--- src/rtl/mux8_arb_pkg.sv ---
// Shared constants and state encoding for the 8-way round-robin select arbiter.
package mux8_arb_pkg;

    localparam int NREQ  = 8;
    localparam int SEL_W = 3;

    typedef enum logic [1:0] {
        ST_IDLE   = 2'd0,
        ST_OWN    = 2'd1,
        ST_SWITCH = 2'd2
    } state_t;

endpackage

--- src/rtl/rr_pick8.sv ---
// Rotating-priority picker: the search starts at last+1 and wraps, so `last` is searched last.
module rr_pick8
    import mux8_arb_pkg::*;
(
    input  logic [NREQ-1:0]  req,
    input  logic [SEL_W-1:0] last,
    output logic             found,
    output logic [SEL_W-1:0] idx
);

    logic [SEL_W-1:0] base;
    logic [SEL_W-1:0] src [NREQ];
    logic [NREQ-1:0]  rot;
    logic [SEL_W-1:0] offset;

    assign base = last + SEL_W'(1);

    // rot[0] is the highest-priority requester; the 3-bit sum wraps 7->0.
    generate
        for (genvar gi = 0; gi < NREQ; gi++) begin : g_rot
            assign src[gi] = base + SEL_W'(gi);
            assign rot[gi] = req[src[gi]];
        end
    endgenerate

    always_comb begin
        found  = 1'b0;
        offset = '0;
        for (int i = NREQ - 1; i >= 0; i--) begin
            if (rot[i]) begin
                found  = 1'b1;
                offset = SEL_W'(i);
            end
        end
    end

    assign idx = offset + base;

endmodule

--- src/rtl/mux8_rr_arbiter.sv ---
// Round-robin owner arbiter for the shared 8-to-1 select path, with hold timeout
// and a single dead cycle between consecutive owners.
module mux8_rr_arbiter
    import mux8_arb_pkg::*;
#(
    parameter int MAX_HOLD = 16,
    parameter int CNT_W    = 5
) (
    input  logic             clk,
    input  logic             rst,
    input  logic [NREQ-1:0]  req,
    input  logic             rel,
    output logic [NREQ-1:0]  gnt,
    output logic [SEL_W-1:0] sel,
    output logic             busy,
    output logic             timeout
);

    state_t           state_reg, state_next;
    logic [NREQ-1:0]  gnt_reg, gnt_next;
    logic [SEL_W-1:0] sel_reg, sel_next;
    logic [SEL_W-1:0] last_reg, last_next;
    logic [CNT_W-1:0] cnt_reg, cnt_next;
    logic             busy_reg, busy_next;
    logic             timeout_reg, timeout_next;

    logic             pick_found;
    logic [SEL_W-1:0] pick_idx;
    logic             hold_done;

    rr_pick8 u_pick (
        .req   (req),
        .last  (last_reg),
        .found (pick_found),
        .idx   (pick_idx)
    );

    assign hold_done = (cnt_reg == CNT_W'(MAX_HOLD - 1));

    always_comb begin
        state_next   = state_reg;
        gnt_next     = gnt_reg;
        sel_next     = sel_reg;
        last_next    = last_reg;
        cnt_next     = cnt_reg;
        busy_next    = busy_reg;
        timeout_next = 1'b0;
        case (state_reg)
            ST_OWN: begin
                // last_reg always equals the current owner while in OWN.
                if (rel || !req[last_reg] || hold_done) begin
                    state_next   = ST_SWITCH;
                    gnt_next     = '0;
                    busy_next    = 1'b0;
                    timeout_next = !rel && req[last_reg];
                end else begin
                    cnt_next = cnt_reg + CNT_W'(1);
                end
            end
            default: begin
                if (pick_found) begin
                    state_next = ST_OWN;
                    gnt_next   = {{(NREQ-1){1'b0}}, 1'b1} << pick_idx;
                    sel_next   = pick_idx;
                    last_next  = pick_idx;
                    cnt_next   = '0;
                    busy_next  = 1'b1;
                end else begin
                    state_next = ST_IDLE;
                    gnt_next   = '0;
                    busy_next  = 1'b0;
                end
            end
        endcase
    end

    // last resets to 7 so the very first search begins at requester 0.
    always_ff @(posedge clk or posedge rst) begin
        if (rst) begin
            state_reg   <= ST_IDLE;
            gnt_reg     <= '0;
            sel_reg     <= '0;
            last_reg    <= SEL_W'(NREQ - 1);
            cnt_reg     <= '0;
            busy_reg    <= 1'b0;
            timeout_reg <= 1'b0;
        end else begin
            state_reg   <= state_next;
            gnt_reg     <= gnt_next;
            sel_reg     <= sel_next;
            last_reg    <= last_next;
            cnt_reg     <= cnt_next;
            busy_reg    <= busy_next;
            timeout_reg <= timeout_next;
        end
    end

    assign gnt     = gnt_reg;
    assign sel     = sel_reg;
    assign busy    = busy_reg;
    assign timeout = timeout_reg;

endmodule

--- config.mk ---
export PLATFORM = sky130hd
export DESIGN_NAME = mux8_rr_arbiter
export DESIGN_NICKNAME = d
export VERILOG_FILES = /design/src/rtl/mux8_arb_pkg.sv /design/src/rtl/rr_pick8.sv /design/src/rtl/mux8_rr_arbiter.sv
export SDC_FILE = /design/constraint.sdc
export NUM_CORES = 1
export LEC_CHECK = 0
export ABC_AREA = 1
export BUFFER_PORTS_ARGS = -buffer_cell sky130_fd_sc_hd__buf_2
export CAP_MARGIN = 30
export CORE_MARGIN = 2
export CORE_UTILIZATION = 30
export CTS_CLUSTER_SIZE = 16
export DETAILED_ROUTE_END_ITERATION = 6
export PLACE_DENSITY = 0.52
export SKIP_CTS_REPAIR_TIMING = 1
export SYNTH_ARGS = -nofsm -noshare
export SYNTH_HDL_FRONTEND = slang
export SYNTH_SLANG_ARGS = --single-unit
--- constraint.sdc ---
create_clock -name clk -period 6.6 [get_ports clk]
set_clock_uncertainty 0.1 [all_clocks]
set_input_delay 1.65 -clock clk [delete_from_list [all_inputs] [get_ports clk]]
set_output_delay 1.65 -clock clk [all_outputs]
set_load 0.02 [all_outputs]
Yosys cells after proc, flatten, opt, wreduce, memory -nomap -nowiden
Cells that the tools add are included.
Word-level totals
  output and inout bits: 13
  register bits: 23
  word-level logic and storage cells: 88
Cells by class
  bitwise operators: 1
  eq/ne operators: 4
  magnitude comparators: 9
  add/subtract/negate cells: 10
  mux-type cells: 48
  shift operators: 1
  reductions and logical operators: 8
Operator list (number)
  $lt A3 B4 Y1 const B: 9
  $bmux W1 S3: 9
  $mux W3: 8
  $mux W8: 3
  $mux W1: 23
  $mux W5: 3
  $add A3 B3 Y3 const B: 4
  $shl A1 B3 Y8 const A: 1
  $add A3 B1 Y3 const B: 2
  $add A3 B2 Y3 const B: 2
  $add A5 B1 Y5 const B: 1
  $eq A5 B4 Y1 const B: 1
  $mux W2: 2
  $ne A2 B2 Y1 const B: 2
  $reduce_and A2 Y1: 2
  $add A3 B3 Y3: 1
  $eq A2 B1 Y1 const B: 1
  $logic_not A1 Y1: 2
  $logic_or A1 B1 Y1: 2
  $reduce_bool A2 Y1: 1
  $logic_and A1 B1 Y1: 1
  $not A1 Y1: 1

Logic depth before layout (Yosys ltp)
Gate-level depths: netlist of the first run.
  word-level depth: 16
  mapped depth: 24
  gate-level depth less buffers: 22

By module
A second synthesis of the first run with hierarchy kept.
Unflattened totals
  cells, all modules: 257
  area, all modules: 1696.6 µm²
By module, submodules not included
  mux8_rr_arbiter: times used 1, area an instance 1049.8 µm², seq. area each 554.3 µm², cells an instance 128
  rr_pick8: times used 1, area an instance 646.9 µm², seq. area each 0.0 µm², cells an instance 129

Worst setup path before layout of the first run
No wires, ideal clock.
  path type: input to register
  from: input port req[1]
  to: register gnt_reg[5] (netlist: gnt[5])
  required time: 6377 ps
  library setup time: 123 ps
  arrival time: 3512 ps
  slack: 2864 ps
  stages: 17
  buffers on the path: 0
  cells stage by stage: nand2_1 -> nand2_1 -> nand2_1 -> nand2_1 -> nand2_1 -> nand2_1 -> a21oi_1 -> o21ai_0 -> nand2_1 -> a21boi_0 -> ha_1 -> inv_1 -> fa_1 -> xor2_1 -> nand3b_1 -> nand2_2 -> o21ai_1
On the way
  word-level cells in the longest chain between the ends: 14
  elaborated cells between the ends (all ways): 42
  those cells by class: 1 x add/sub; 1 x eq/ne; 1 x shift; 36 x mux; 3 x reduce/logical
RTL lines
  from (decl): line mux8_rr_arbiter.sv:11  | input logic [NREQ-1:0] req,
  $bmux W1 S3: line rr_pick8.sv:22  | assign rot[gi] = req[src[gi]];
  $mux W1 (implied by the code): line rr_pick8.sv:22
  $mux W3 (8 in series): line rr_pick8.sv:30  | if (rot[i]) begin
  $add A3 B3 Y3: line rr_pick8.sv:37  | assign idx = offset + base;
  $shl A1 B3 Y8: line mux8_rr_arbiter.sv:63  | gnt_next = {{(NREQ-1){1'b0}}, 1'b1} << pick_idx;
  $mux W8: line mux8_rr_arbiter.sv:61  | if (pick_found) begin
  $mux W8: line mux8_rr_arbiter.sv:48  | case (state_reg)
  to (signal assigned): line mux8_rr_arbiter.sv:89  | gnt_reg <= gnt_next;
  to (decl): line mux8_rr_arbiter.sv:20  | logic [NREQ-1:0] gnt_reg, gnt_next;
Several ways; a longest one is shown, not always the timed one. The select of a mux whose other input is x is not followed.
A chain may end at the register's enable or synchronous reset.

Worst setup path after layout of the first run
  from: register last_reg[0]
  to: register gnt_reg[0] (netlist: gnt[0])
On the way
  word-level cells in the longest chain between the ends: 16
  elaborated cells between the ends (all ways): 50
  those cells by class: 9 x add/sub; 1 x eq/ne; 1 x shift; 36 x mux; 3 x reduce/logical
RTL lines
  from (decl): line mux8_rr_arbiter.sv:22  | logic [SEL_W-1:0] last_reg, last_next;
  from (signal assigned): line mux8_rr_arbiter.sv:83  | last_reg <= SEL_W'(NREQ - 1);
  from (signal assigned): line mux8_rr_arbiter.sv:91  | last_reg <= last_next;
  $add A3 B1 Y3: line rr_pick8.sv:16  | assign base = last + SEL_W'(1);
  $add A3 B3 Y3: line rr_pick8.sv:21  | assign src[gi] = base + SEL_W'(gi);
  $bmux W1 S3: line rr_pick8.sv:22
  $mux W1 (implied by the code): line rr_pick8.sv:22
  $mux W3 (8 in series): line rr_pick8.sv:30
  $add A3 B3 Y3: line rr_pick8.sv:37
  $shl A1 B3 Y8: line mux8_rr_arbiter.sv:63
  $mux W8: line mux8_rr_arbiter.sv:61
  $mux W8: line mux8_rr_arbiter.sv:48
Several ways; a longest one is shown, not always the timed one. The select of a mux whose other input is x is not followed.

==> run summary, run 1 <==
Max Root-Sink Buffers - 2
chip width - 79.6 µm
worst hold path class - flip-flop to flip-flop
RSZ-0062 raised after global routing - no
Post-synth EDFFs - 0
top-area cell type share of the netlist area - 30.0%
synthesized area per cell - 6.30 µm²
CTS tree - yes
grt met3 use - 1.36%
most common cell in the netlist - nand2_1
residual DRC count - 0
hold path depth - 2
Final Max Slew Viols - 0
Setup crit end kind - flip-flop
most frequent CP cell - nand2_1
period utilization - 62.6%
1st-iter DRT viols - 64
routed len/inst - 11.3 µm
Crit. path cell count - 21
max reg flops - 8
total clock sinks - 22
first-pass GRT wire length - 6990 µm
Post-synth ARST share - 100%
synth unique cells - 30
sequential cell area - 554 µm²
Antenna Nets Post-Route - 0
# nets final - 313
CP bufs+invs - 3
crit path cell chain - inv_2, ha_1, inv_2, nand2_1, nand2_1, nand2_1, nand2_1, nand2_1, nand2_1, a21oi_1, o21ai_0, nand2_1, a21boi_0, ha_1, inv_1, fa_1, xor2_1, nand3b_1, nand2_2, nand3_1, nand2_1
Root Driver - clkbuf_8
Top FF cell, synth - dfrtp_1
total gr overflow - 0
worst reg-to-reg path cell count - 21
yosys warns - 0
largest net degree at the start of global routing - 23
Layout fillers - 612
syn nets - 289
final WL - 4140 µm
die area - 6330 µm²
die height - 79.6 µm
Cell Count, Final, Fillers Out - 367
synth top area cells - nand2_1 (30%), dfrtp_1 (28%), nand3_1 (7.9%)
Critical Setup Path Class - flip-flop to flip-flop
H-tree Lvls - 1
Most Crowded Layer GR - met2
GRT met1 Usage - 18.0%
Fmax achieved - 242 MHz
Final Hold Fails - 0
worst reg2reg setup slack - 2470 ps
routed vias - 1691
row count - 27
share of cells above drive strength 1 - 16.6%
Largest stage delay, worst path - 710 ps
max-cap check violation count - 0
RePlAce Congestion - 0.785
drt pass-1 iters - 6
minimum clock period - 4130 ps
slowest cell on the critical path - dfstp_2
Worst Max-Slew Pin Slew - 832 ps
synthesized area - 1710 µm²
vias in the first global route - 1565
Slew HR - 44.4%
#FFs+latches synth - 22
GRT Overall Usage - 13.9%
Yosys top cell by area - nand2_1
Clock Latency Late Sink - 250 ps
DP Wirelength - 3260 µm
WP data required - 6700 ps
met2 GRT Util - 24.8%
delay-heaviest family, CP - simple AND/OR/NAND/NOR gates
startpoint types - flip-flop
cells after synthesis - 272
initial antenna violation count - 0
# port buffers - 23
Core ar. - 5510 µm²
Initial Util - 31.1%
most frequent cells after synthesis - nand2_1 (137), nand3_1 (27), inv_1 (25)
Via-to-Cell Ratio - 4.61
Ports - 24
crit path DAT - 4230 ps
ANT cells - 0
setup tns final - 0 ps
post-synthesis sequential area ratio - 32.4%
Num CTS Buffers - 3
area occupied by multi-input gates - 1020 µm²
Layout area overhead - 13.7%
dpl cells - 363
CTS clk-pin slew, worst paths - 80 ps
Setup violations, final - 0
Crit Path Max Fanout - 17
outcome - complete, no violations
-- cell usage in the layout, fill, tap and decap left out, types with 2 or more instances in the layout --
master / instances
nand2_1: 137
nand3_1: 27
inv_1: 25
buf_2: 23
dfrtp_1: 19
nor2_1: 12
o21ai_1: 7
ha_1: 5
inv_2: 4
clkbuf_8: 4
nand2_4: 3
or2_2: 3
nand4_1: 3
dfstp_2: 3
nand2_2: 2
xor2_1: 2
o21ai_0: 2
a21oi_1: 2
o21ai_2: 2
-- metal layers --
layer / vias to the layer above / routed length (µm)
li1: 891 / -
met1: 790 / 2000
met2: 8 / 2070
met3: 2 / 39
met4: 0 / 27
met5: - / 0
-- worst reg2reg max path, stage by stage (launching register included) --
cell	delay, ps
dfstp_2	710
inv_2	210
ha_1	510
inv_2	210
nand2_1	70
nand2_1	180
nand2_1	120
nand2_1	80
nand2_1	50
nand2_1	60
a21oi_1	50
o21ai_0	140
nand2_1	60
a21boi_0	200
ha_1	180
inv_1	50
fa_1	370
xor2_1	180
nand3b_1	210
nand2_2	170
nand3_1	100
nand2_1	80
-- layout make-up --
| cell class | instances | share of cell area (%) |
|---|---|---|
| Clock buffer | 4 | 2.83 |
| Inverter | 29 | 5.59 |
| Timing Repair Buffer | 24 | 6.29 |
| Tap cell | 72 | 4.62 |
| Sequential cell | 22 | 28.5 |
| Multi-Input combinational cell | 216 | 52.2 |
-- path summary, 6_finish.rpt --
check                             from    endpoint
setup / recovery           last_reg[0]      gnt[0]
hold / removal                  gnt[3]      gnt[3]
setup reg to reg           last_reg[0]      gnt[0]
hold reg to reg                 gnt[3]      gnt[3]
max in group asynchronous          rst  cnt_reg[4]
min in group asynchronous          rst      gnt[3]
-- metrics by stage --
step / cell area (µm²) / hold WS [ps] / setup WS (ps) / util [%]
floorplan: 1710 / 388 / 2860 / -
global placement: 1890 / 361 / 2440 / 34.2
detailed placement: 1890 / 359 / 2440 / 34.4
CTS: 1950 / 379 / 2440 / 35.4
global route: 1950 / 399 / 2000 / 35.4
finish: 1950 / 376 / 2470 / 35.4
-- logic make-up (layout without fill, tap and decap cells) --
family	after synthesis	in the layout	synth area share, %
buffers and inverters	34	57	8.25
adders and majority gates	6	6	4.82
xor gates and xnor gates	2	2	1.02
AOI/OAI and AO/OA	17	17	6.36
and+or+nand+nor	191	191	47.2
DFF	22	22	32.4
Power of run 1 is not shown: default switching activity piles up to over one toggle a cycle in this logic, so the estimate is an artifact.
==> run 2: changes to the inputs <==
- clock period: 6.6 -> 4.3 ns (I/O delays scaled with it)
==> run 2 against run 1 <==
Effect of this change: routed wire length is 1.0% lower; critical path type unchanged; utilization is 0.57 points higher; cell count is 0.54% higher; via count is 1.8% lower; flip-flop and latch count stayed put; worst setup slack worse by 1800 ps; first-iteration DRC count is 6.3% lower; design area is 1.6% higher; count of clock-buffer cells in the layout is 1 lower; register-to-register slack worse by 1800 ps; critical endpoint unchanged; global-route usage is 0.65 points higher.
==> run summary, run 2 (synthesis gave the netlist of run 1 again) <==
share of cells above drive strength 1 - 17.2% (+0.56 points)
Initial Util - 31.1% (unchanged)
row count - 27 (unchanged)
crit path DAT - 3790 ps (-440 ps)
minimum clock period - 3680 ps (-457 ps)
worst reg-to-reg path cell count - 21 (unchanged)
hold path depth - 2 (unchanged)
H-tree Lvls - 1 (unchanged)
first-pass GRT wire length - 7310 µm (+4.6%)
Final Hold Fails - 0 (unchanged)
1st-iter DRT viols - 60 (-6.3%)
total gr overflow - 0 (unchanged)
DP Wirelength - 3220 µm (-1.2%)
Critical Setup Path Class - flip-flop to flip-flop
Fmax achieved - 272 MHz (+12%)
Slew HR - 44.5% (+0.074 points)
final WL - 4100 µm (-1.0%)
max-cap check violation count - 0 (unchanged)
Num CTS Buffers - 3 (unchanged)
Ports - 24 (unchanged)
worst hold path class - flip-flop to flip-flop
WP data required - 4410 ps (-2290 ps)
Worst Max-Slew Pin Slew - 831 ps (-1.10 ps)
initial antenna violation count - 0 (unchanged)
Final Max Slew Viols - 0 (unchanged)
Clock Latency Late Sink - 270 ps (+20 ps)
die height - 79.6 µm (unchanged)
vias in the first global route - 1683 (+7.5%)
routed vias - 1661 (-1.8%)
largest net degree at the start of global routing - 23 (unchanged)
routed len/inst - 11.1 µm (-1.6%)
ANT cells - 0 (unchanged)
CTS clk-pin slew, worst paths - 90 ps (about the same)
commonest non-fill, non-tap cells in the layout - nand2_1 (137), nand3_1 (27), inv_1 (25), buf_2 (23), dfrtp_1 (19)
total clock sinks - 22 (unchanged)
startpoint types - flip-flop
outcome - complete, no violations
drt pass-1 iters - 4 (-2)
most common cell after layout, fill and taps aside - nand2_1
RSZ-0062 raised after global routing - no
Antenna Nets Post-Route - 0 (unchanged)
die area - 6330 µm² (unchanged)
Core ar. - 5510 µm² (unchanged)
Crit Path Max Fanout - 16 (-1)
Layout area overhead - 15.6%
# nets final - 315 (+0.64%)
residual DRC count - 0 (unchanged)
Setup violations, final - 0 (unchanged)
GRT Overall Usage - 14.5% (+0.65 points)
Via-to-Cell Ratio - 4.50 (-2.3%)
# port buffers - 23 (unchanged)
max reg flops - 8 (unchanged)
CTS tree - yes
Root Driver - clkbuf_8
setup tns final - 0 ps (unchanged)
Max Root-Sink Buffers - 2 (unchanged)
chip width - 79.6 µm (unchanged)
period utilization - 85.5% (+23 points)
Setup crit end kind - flip-flop
RePlAce Congestion - 0.818 (+4.2%)
run 2: worst max-delay path: stages, from the launching register on:
cell	delay, ps
dfstp_2	700
inv_2	60
ha_1	340
inv_2	150
nand2_1	60
nand2_1	160
nand2_1	110
nand2_1	90
nand2_1	50
nand2_1	70
a21oi_1	60
o21ai_0	140
nand2_1	60
a21boi_0	170
ha_1	170
inv_1	40
fa_1	370
xor2_1	180
nand3b_1	200
nand2_2	170
nand3_1	100
nand2_1	80
run 2: cell type report:
cell class	instances	area, µm²
fillers	600	3530
multi-input cells	216	1020
flip-flops and latches	22	554
repair buffers	26	138
inverters	29	109
well taps	72	90.1
clock buffers	3	41.3
clock inverters	1	30.0
run 2: final timing paths:
kind,end,slack [ps],from
max,gnt[0],620,last_reg[0]
min,sel[0],380,sel[0]
max reg2reg,gnt[0],620,last_reg[0]
min reg2reg,sel[0],380,sel[0]
max in group asynchronous,timeout,2720,rst
min in group asynchronous,gnt[1],850,rst
run 2: stage by stage:
stage	hold WS [ps]	setup slack, ps	utilization (%)	cell area (µm²)	instances
floorplan	388	789	-	1710	272
global placement	360	671	34.7	1910	365
detailed placement	362	647	34.7	1910	365
CTS	385	623	35.9	1980	369
global route	403	161	35.9	1980	369
finish	380	624	35.9	1980	369
run 2: routing by layer:
layer,global-route usage [%],share of wire [%]
met2,26.0,48
met1,17.5,48
met4,6.03,1.8
met5,0,0
met3,1.70,2.1
Power of run 2 is left out for the same reason.
